===== src/rtl/lcd_pkg.sv =====
// Shared types and constants for the UART->LCD frame scheduler.
// Refresh sequence: line-1 address, 16 chars, line-2 address, 16 chars.
package lcd_pkg;

    typedef enum logic [2:0] {
        ST_IDLE  = 3'd0,
        ST_ADDR1 = 3'd1,
        ST_LINE1 = 3'd2,
        ST_ADDR2 = 3'd3,
        ST_LINE2 = 3'd4
    } lcd_sched_state_t;

    localparam int         FRAME_BYTES    = 32;
    localparam int         CHARS_PER_LINE = 16;
    localparam logic [7:0] LCD_CMD_LINE1  = 8'h80;
    localparam logic [7:0] LCD_CMD_LINE2  = 8'hC0;

    // Byte k of a frame; k=0 is the leftmost character of line 1.
    function automatic logic [7:0] frame_char(input logic [255:0] frame,
                                              input logic [4:0]   idx);
        return frame[{idx, 3'b000} +: 8];
    endfunction

endpackage


===== src/rtl/lcd_frame_sched_rx_slot_cnt.sv =====
// RX slot counter: tracks which frame-register slot (1..32) the next UART
// byte lands in and pulses frame_done once the 32nd byte is stored.
// Optional feature: LCD_RX_TIMEOUT_EN discards a stalled partial frame
// after TIMEOUT_CYC idle cycles.
module rx_slot_cnt
    import lcd_pkg::*;
#(
    parameter int TIMEOUT_CYC = 5_000_000
) (
    input  logic       i_clk,
    input  logic       i_rst,
    input  logic       i_ready_rx,
    output logic [5:0] o_ready_cnt,
    output logic       o_frame_done
);

    localparam logic [5:0] LAST_SLOT = 6'(FRAME_BYTES);

    logic tmo_hit;

`ifdef LCD_RX_TIMEOUT_EN
    localparam int IW = $clog2(TIMEOUT_CYC + 1);

    logic [IW-1:0] idle_cnt;

    assign tmo_hit = (idle_cnt == IW'(TIMEOUT_CYC));

    // Idle timer: runs only while a partial frame is outstanding.
    always_ff @(posedge i_clk) begin
        if (i_rst || i_ready_rx || (o_ready_cnt == 6'd1) || tmo_hit)
            idle_cnt <= '0;
        else
            idle_cnt <= idle_cnt + 1'b1;
    end
`else
    // Without the timer a partial frame waits for its remaining bytes forever.
    assign tmo_hit = 1'b0 & (TIMEOUT_CYC == 0);
`endif

    // Slot counter 1..32 with wrap, and a one-cycle frame_done after slot 32.
    always_ff @(posedge i_clk) begin
        if (i_rst) begin
            o_ready_cnt  <= 6'd1;
            o_frame_done <= 1'b0;
        end else begin
            o_frame_done <= i_ready_rx && (o_ready_cnt == LAST_SLOT);
            if (i_ready_rx)
                o_ready_cnt <= (o_ready_cnt == LAST_SLOT) ? 6'd1 : o_ready_cnt + 6'd1;
            else if (tmo_hit)
                o_ready_cnt <= 6'd1;
        end
    end

endmodule


===== src/rtl/lcd_frame_sched.sv =====
// Top of the UART->LCD frame path sequencer. Counts RX bytes into frame
// slots, latches a snapshot of each completed frame and streams it to the
// HD44780 byte driver as 34 valid/ack writes.
// Optional feature: LCD_RX_TIMEOUT_EN (partial-frame idle timeout).
module lcd_frame_sched
    import lcd_pkg::*;
#(
    parameter int TIMEOUT_CYC = 5_000_000
) (
    input  logic         i_clk,
    input  logic         i_rst,
    input  logic         i_ready_rx,
    output logic [5:0]   o_ready_cnt,
    output logic         o_frame_done,
    input  logic [255:0] i_frame,
    output logic         o_lcd_valid,
    output logic         o_lcd_rs,
    output logic [7:0]   o_lcd_byte,
    input  logic         i_lcd_ack,
    output logic         o_busy,
    output logic         o_overrun
);

    localparam logic [4:0] LINE1_LAST = 5'(CHARS_PER_LINE - 1);
    localparam logic [4:0] LINE2_FIRST = 5'(CHARS_PER_LINE);
    localparam logic [4:0] LINE2_LAST = 5'(FRAME_BYTES - 1);

    lcd_sched_state_t state;
    logic             pending;
    logic [255:0]     snap;
    logic [4:0]       idx;
    logic             start;
    logic             xfer;

    rx_slot_cnt #(
        .TIMEOUT_CYC (TIMEOUT_CYC)
    ) u_rx_slot_cnt (
        .i_clk        (i_clk),
        .i_rst        (i_rst),
        .i_ready_rx   (i_ready_rx),
        .o_ready_cnt  (o_ready_cnt),
        .o_frame_done (o_frame_done)
    );

    assign start  = (state == ST_IDLE) && pending;
    assign xfer   = o_lcd_valid && i_lcd_ack;
    assign o_busy = (state != ST_IDLE);

    // Pending flag: frames coalesce; a frame landing on an unserved one is an overrun.
    // A frame_done in the same cycle the refresh starts is kept pending, not dropped.
    always_ff @(posedge i_clk) begin
        if (i_rst) begin
            pending   <= 1'b0;
            o_overrun <= 1'b0;
        end else begin
            o_overrun <= o_frame_done && pending && !start;
            if (o_frame_done)
                pending <= 1'b1;
            else if (start)
                pending <= 1'b0;
        end
    end

    // Snapshot isolates the refresh from bytes arriving for the next frame.
    always_ff @(posedge i_clk) begin
        if (i_rst)
            snap <= '0;
        else if (start)
            snap <= i_frame;
    end

    // Write sequencer: outputs are registered and advance only on valid & ack.
    always_ff @(posedge i_clk) begin
        if (i_rst) begin
            state       <= ST_IDLE;
            idx         <= '0;
            o_lcd_valid <= 1'b0;
            o_lcd_rs    <= 1'b0;
            o_lcd_byte  <= '0;
        end else begin
            case (state)
                ST_IDLE: begin
                    if (pending) begin
                        state       <= ST_ADDR1;
                        o_lcd_valid <= 1'b1;
                        o_lcd_rs    <= 1'b0;
                        o_lcd_byte  <= LCD_CMD_LINE1;
                    end
                end
                ST_ADDR1: begin
                    if (xfer) begin
                        state      <= ST_LINE1;
                        idx        <= '0;
                        o_lcd_rs   <= 1'b1;
                        o_lcd_byte <= frame_char(snap, 5'd0);
                    end
                end
                ST_LINE1: begin
                    if (xfer) begin
                        if (idx == LINE1_LAST) begin
                            state      <= ST_ADDR2;
                            o_lcd_rs   <= 1'b0;
                            o_lcd_byte <= LCD_CMD_LINE2;
                        end else begin
                            idx        <= idx + 5'd1;
                            o_lcd_byte <= frame_char(snap, idx + 5'd1);
                        end
                    end
                end
                ST_ADDR2: begin
                    if (xfer) begin
                        state      <= ST_LINE2;
                        idx        <= LINE2_FIRST;
                        o_lcd_rs   <= 1'b1;
                        o_lcd_byte <= frame_char(snap, LINE2_FIRST);
                    end
                end
                ST_LINE2: begin
                    if (xfer) begin
                        if (idx == LINE2_LAST) begin
                            state       <= ST_IDLE;
                            o_lcd_valid <= 1'b0;
                            o_lcd_rs    <= 1'b0;
                            o_lcd_byte  <= '0;
                        end else begin
                            idx        <= idx + 5'd1;
                            o_lcd_byte <= frame_char(snap, idx + 5'd1);
                        end
                    end
                end
                default: begin
                    state       <= ST_IDLE;
                    o_lcd_valid <= 1'b0;
                end
            endcase
        end
    end

endmodule

===== config.mk =====
export PLATFORM = sky130hd
export DESIGN_NAME = lcd_frame_sched
export DESIGN_NICKNAME = d
export VERILOG_FILES = /design/src/rtl/lcd_pkg.sv /design/src/rtl/lcd_frame_sched_rx_slot_cnt.sv /design/src/rtl/lcd_frame_sched.sv
export SDC_FILE = /design/constraint.sdc
export NUM_CORES = 1
export LEC_CHECK = 0
export ABC_AREA = 1
export ABC_CLOCK_PERIOD_IN_PS = 1800
export CAP_MARGIN = 25
export CORE_MARGIN = 5
export CORE_UTILIZATION = 35
export DETAILED_ROUTE_END_ITERATION = 16
export PLACE_DENSITY = 0.59
export SETUP_SLACK_MARGIN = 0.05
export SLEW_MARGIN = 5
export SYNTH_ARGS = -nofsm -noshare
export SYNTH_HDL_FRONTEND = slang
export SYNTH_SLANG_ARGS = --single-unit

===== constraint.sdc =====
create_clock -name i_clk -period 1.8 [get_ports i_clk]
set_clock_uncertainty 0.05 [all_clocks]
set_input_delay 0.45 -clock i_clk [delete_from_list [all_inputs] [get_ports i_clk]]
set_output_delay 0.45 -clock i_clk [all_outputs]
set_load 0.01 [all_outputs]

# Word-level counts from Yosys, hierarchy flattened
# Index checks and enable logic that the tools add are counted.
# Widths: inputs -> output; s select.
dict set report classes {
  div_mod_pow 0
  n_lt_le_gt_ge 0
  reduce_logical 19
  bitwise_logic 1
  mux 35
  n_shift 1
  mul 0
  addsub 2
  n_eq_ne 17
}
# operator count
set ops {}
lappend ops {{$shiftx 256x9->8} 1}
lappend ops {{$mux 8} 7}
lappend ops {{$pmux 8 s5} 1}
lappend ops {{$mux 5} 6}
lappend ops {{$mux 3} 7}
lappend ops {{$reduce_and 7->1} 3}
lappend ops {{$pmux 5 s4} 1}
lappend ops {{$ne 2x2->1 const B} 9}
lappend ops {{$pmux 3 s5} 1}
lappend ops {{$mux 1} 9}
lappend ops {{$reduce_bool 4->1} 2}
lappend ops {{$add 6x1->6 const B} 1}
lappend ops {{$eq 3x2->1 const B} 2}
lappend ops {{$eq 6x6->1 const B} 1}
lappend ops {{$mux 6} 1}
lappend ops {{$reduce_and 6->1} 1}
lappend ops {{$add 5x1->5 const B} 1}
lappend ops {{$eq 5x4->1 const B} 1}
lappend ops {{$eq 5x5->1 const B} 1}
lappend ops {{$logic_and 1x1->1} 5}
lappend ops {{$reduce_bool 5->1} 1}
lappend ops {{$pmux 1 s4} 1}
lappend ops {{$reduce_and 4->1} 1}
lappend ops {{$eq 3x1->1 const B} 1}
lappend ops {{10 further kinds} 10}
dict set report word_totals {
  inputBits 260
  romBits 0
  register_bits 283
  out_inout_bits 19
  n_memories 0
  latch_bits 0
  word_cells 85
  ramBits 0
}

# Depth between registers and ports, before layout
dict set report logic_depth {
  depth_word 5
  ltp_mapped 14
  depth_no_buf 13
}

# Cells and area by module
# From an unflattened synthesis, not the netlist that was laid out.
dict set report hier_totals {
  hier_cells 1860
  area_unflattened_um2 12932.4
}
# mod area_per_inst_um2 cells_each seq_area_each_um2 instances
set modules_own_cells {}
lappend modules_own_cells {lcd_frame_sched 12577.1 1812 5525.3 1}
lappend modules_own_cells {rx_slot_cnt 355.3 48 140.1 1}

# Worst setup path before layout
# No wires, ideal clock.
dict set report synth_timing {
  path_kind {register -> register}
  startpoint {reg idx[0]}
  endpoint {reg idx[4]}
  period_less_slack_ns 1.945
  n_path_buf 1
  stages_incl_launch_ff 11
  required_time_ns 1.620
  setup_time_ns 0.130
  path_slack_ns -0.145
  arrival_time_ns 1.765
  path_cell_list {dfxtp_1 -> ha_1 -> nand2_1 -> nor2_1 -> ha_1 -> clkbuf_1 -> clkinv_1 -> nand2_1 -> o21ai_0 -> o21ai_2 -> a21oi_1}
}
dict set report synth_between {
  elab_chain_len 4
  elab_cells_between_ends 11
  classes_between {1 x add/sub; 4 x eq/ne; 5 x mux; 1 x reduce/logical}
}
# element line
set synth_rtl {}
lappend synth_rtl {{from (decl)} lcd_frame_sched.sv:31} ;# logic [4:0] idx;
lappend synth_rtl {{from (signal assigned)} lcd_frame_sched.sv:105} ;# idx <= idx + 5'd1;
lappend synth_rtl {{from (signal assigned)} lcd_frame_sched.sv:126} ;# idx <= idx + 5'd1;
lappend synth_rtl {{$add 5x1->5} {lcd_frame_sched.sv:105, lcd_frame_sched.sv:126}}
lappend synth_rtl {{$mux 5 (on tied branches)} {lcd_frame_sched.sv:120, lcd_frame_sched.sv:100}}
lappend synth_rtl {{$mux 5 (on tied branches)} {lcd_frame_sched.sv:119, lcd_frame_sched.sv:99}}
lappend synth_rtl {{$pmux 5 s4} lcd_frame_sched.sv:81} ;# case (state)
# Parallel ways exist; a longest one is shown, timed or not. The select of a mux whose other input is x is not followed.
# A chain may end at the register's enable or synchronous reset.

# Final worst setup path
dict set report layout_timing {
  startpoint {reg idx[0]}
  endpoint {reg o_lcd_byte[7]}
}
dict set report layout_between {
  elab_chain_len 5
  elab_cells_between_ends 9
  classes_between {1 x add/sub; 2 x eq/ne; 1 x shift; 5 x mux}
}
# element line
set layout_rtl {}
lappend layout_rtl {{$add 5x1->5} {lcd_frame_sched.sv:106, lcd_frame_sched.sv:127}}
lappend layout_rtl {{$shiftx 256x9->8} lcd_pkg.sv:21} ;# return frame[{idx, 3'b000} +: 8];
lappend layout_rtl {{$mux 8 (on tied branches)} {lcd_frame_sched.sv:120, lcd_frame_sched.sv:100}}
lappend layout_rtl {{$mux 8 (on tied branches)} {lcd_frame_sched.sv:119, lcd_frame_sched.sv:99}}
lappend layout_rtl {{$pmux 8 s5 (*)} lcd_frame_sched.sv:81}
lappend layout_rtl {{to (signal assigned)} lcd_frame_sched.sv:95} ;# o_lcd_byte <= frame_char(snap, 5'd0);
lappend layout_rtl {{to (signal assigned)} lcd_frame_sched.sv:115} ;# o_lcd_byte <= frame_char(snap, LINE2_FIRST);
lappend layout_rtl {{to (signal assigned)} lcd_frame_sched.sv:127} ;# o_lcd_byte <= frame_char(snap, idx + 5'd1);
lappend layout_rtl {{to (decl)} lcd_frame_sched.sv:18} ;# output logic [7:0] o_lcd_byte,
# Mark *: on every way between the ends. The rest lies on a longest branch, timed or not. The select of a mux whose other input is x is not followed.

==> impl_metrics.csv <==
group,metric,value,unit
setup_path,crit_arrival,2.29,ns
logic_synthesis,synthMuxAreaShare,0,
clock_network,cts-root-buf,"clkbuf_16",
die,rows,70,
route,num_vias,13503,
placed_design,io_buffers,278,
placed_design,pre_cts_ws,-0.226,ns
die,start_util,0.353,
route,wl_per_cell,18.5,um
grt,grt_use_met1,0.312,
logic_synthesis,ys_ff_latch,283,
layout,nets,2417,
logic_synthesis,syn_avg_cell_area,6.95,um2
grt,grt_max_degree,82,
logic_synthesis,synth_xor_area_frac,0.00331,
timing,clock.fmax,0.523,GHz
clock_network,tritoncts,"built",
clock_network,htreeDepth,2,
timing,slew_headroom,0.686,
route,ant_nets,0,
route,wl,49000,um
timing,whs,0.396,ns
setup_path,crit_fanout,8,
logic_synthesis,synthAdderAreaFrac,0.00486,
timing,final-setup-viol-count,10,
logic_synthesis,synth_edf_count,0,
power_and_ir_drop,leakagePower,0.00769,uW
grt,grt_pass1_wl,74300,um
timing,slew_violations,0,
clock_network,postCtsHoldBufs,0,
logic_synthesis,syn_area,0.0129,mm2
run,cap_violations,0,
setup_path,critical_path.max_stage_delay,0.36,ns
power_and_ir_drop,p_total,21000,uW
setup_path,cp-start-kind,"flip-flop",
outcome,violations,"negative setup slack",
setup_path,worst-endpoint-required,2.18,ns
grt,gr-usage-met3,0.0474,
route,drt_iter0_drc,1088,
timing,finalCritPeriodShare,1.06,
placed_design,place_congestion,0.866,
clock_network,clk-insertion-delay-late,0.50,ns
logic_synthesis,synth_nets,2116,
timing,hold_viol,0,
grt,grt_pass1_vias,13137,
route,vias_per_cell,5.10,
setup_path,critical-path-top-delay-family,"buffers and inverters",
grt,antenna_found_initial,5,
die,die_y,202,um
timing,finalWorstPathRequiredPeriod,1.91,ns
placed_design,place_area,0.0166,mm2
layout,fin_area,0.0192,mm2
die,die_w,202,um
clock_network,cts_made_buffers,34,
power_and_ir_drop,p_per_area,1100,mW/mm2
clock_network,clock-sinks,283,
logic_synthesis,syn_inst,1851,
logic_synthesis,synth_simple_gate_area_frac,0.240,
logic_synthesis,synth_flop_cell,"dfxtp_1",
route,first_pass_iters,5,
outcome,status,"complete, but fails checks",
setup_path,crit_chain,"ha_4 -> buf_12 -> buf_12 -> buf_4 -> a21oi_1 -> o21ai_0 -> nand3_1 -> nand3_1 -> nand3_2 -> nand3_2 -> a31oi_1",
logic_synthesis,async_flop_share,0,
placed_design,hpwl,33100,um
die,core-area,0.0364,mm2
logic_synthesis,synth_top_area_share,0.440,
layout,drive_gt1_frac,0.166,
clock_network,clk_path_buf_depth,3,
logic_synthesis,synth_compound_area_frac,0.206,
setup_path,crit_path_top_delay_cell,"dfxtp_4",
logic_synthesis,synth_top_family_by_area,"simple AND/OR/NAND/NOR gates",
die,dieArea,0.0407,mm2
logic_synthesis,ys_top_cells_by_count,"nand2_1, dfxtp_1, o21ai_0",
timing,setup_ws,-0.111,ns
logic_synthesis,ys_types,37,
timing,rsz0062_at_grt,"true",
grt,grt-ovfl-total,0,
power_and_ir_drop,ir_drop,610,uV
setup_path,critical_path_class,"reg -> reg",
logic_synthesis,synth_largest_area_cell,"dfxtp_1",
logic_synthesis,synth.most_common_cell,"nand2_1",
logic_synthesis,yosysWarnings,0,
setup_path,worst-path-buf-inv,3,
die,boundaryPins,279,
grt,grt_use_met2,0.365,
grt,grtUsageTotal,0.226,
clock_network,clkTransAtPathRegs,0.06,ns
grt,top_usage_layer,"met2",
setup_path,end_kind,"flip-flop",
route,drc_errors,0,
logic_synthesis,yosysSeqAreaShare,0.440,
worst_hold_path,hold_class,"reg -> reg",
layout,syn_to_final_growth,49.2,%
logic_synthesis,synthTopCellsByArea,"dfxtp_1, o21ai_0, nand3_1, nand2_1, a21oi_1",
timing,worst_pin_slew,0.471,ns
==> worst reg2reg max path: stages (launching register included) <==
cell	delay (ns)
dfxtp_4	0.36
ha_4	0.27
buf_12	0.16
buf_12	0.15
buf_4	0.13
a21oi_1	0.10
o21ai_0	0.11
nand3_1	0.09
nand3_1	0.08
nand3_2	0.10
nand3_2	0.08
a31oi_1	0.16
==> power by group <==
| part | switching (uW) | internal, uW |
|---|---|---|
| clock network | 2750 | 4800 |
| registers | 63.6 | 6330 |
| logic | 4000 | 3060 |
==> registers in the layout, summed over array words and instances (netlist names) <==
register,cells
snap,256
o_lcd_byte,8
u_rx_slot_cnt.o_ready_cnt,6
idx,5
state,3
o_lcd_rs,1
o_lcd_valid,1
o_overrun,1
pending,1
u_rx_slot_cnt.o_frame_done,1
==> metal layers <==
layer,share of wire,up-vias
met2,0.46,487
met3,0.074,74
met4,0.022,8
li1,-,6661
met5,0.0011,-
met1,0.44,6273
==> path summary, 6_finish.rpt <==
path,start,end,slack [ns],cells past startpoint
worst min register to register,u_rx_slot_cnt.o_frame_done,o_overrun,0.40,2
worst min-delay path,u_rx_slot_cnt.o_frame_done,o_overrun,0.40,2
worst max register to register,idx[0],o_lcd_byte[7],-0.11,11
worst max-delay path,idx[0],o_lcd_byte[7],-0.11,11
==> cell families (layout without fill, tap and decap cells) <==
kind of cell | after synthesis | in the layout
simple gates | 718 | 718
compound gates | 502 | 503
buf+inv | 339 | 664
flops | 283 | 283
fa+ha+maj | 5 | 5
xor+xnor | 4 | 4
other cells | 0 | 1
==> stage by stage <==
step | TNS [ns] | utilization | instances
finish | -0.624 | 0.527 | 2646
global route | -1.60 | 0.527 | 2646
CTS | -0.648 | 0.507 | 2626
detailed placement | -3.51 | 0.456 | 2550
global placement | -3.09 | 0.456 | 2550
floorplan | 0 | - | 1851
==> cell usage in the layout, fill, tap and decap left out, types with 6 or more instances in the layout <==
| cell type | instances |
|---|---|
| dfxtp_1 | 276 |
| nand2_1 | 270 |
| clkdlybuf4s50_1 | 259 |
| o21ai_0 | 221 |
| inv_1 | 189 |
| a21oi_1 | 187 |
| nor2_1 | 173 |
| nand3_1 | 143 |
| nand3_2 | 74 |
| buf_4 | 66 |
| o21ai_1 | 47 |
| clkbuf_16 | 42 |
| nand2_2 | 25 |
| buf_12 | 24 |
| dlygate4sd2_1 | 18 |
| o211ai_1 | 14 |
| a21oi_2 | 13 |
| buf_16 | 13 |
| buf_6 | 13 |
| nor2_2 | 10 |
| clkbuf_8 | 10 |
| nand2_4 | 7 |
| nand3_4 | 6 |
| a22oi_1 | 6 |
| dfxtp_2 | 6 |
==> what timing repair did <==
item | 4_1_cts | 5_1_grt
gates cloned | 10 | 6
pin swaps | 21 | 54
gates resized for setup | 107 | 144
buffers inserted | 5 | 14
endpoints found under the setup margin | 61 | 81
==> final cells by class <==
class | instances | area, um2
sequential | 283 | 5680
timing repair buffer | 399 | 4360
antenna | 1 | 2.50
inverter | 202 | 801
clock inverter | 11 | 164
multi-input combinational | 1230 | 6480
tap | 468 | 586
timing repair inverter | 2 | 17.5
clock buffer | 50 | 1100
fill | 3490 | 17200
Power figures use the tool's default switching activity.
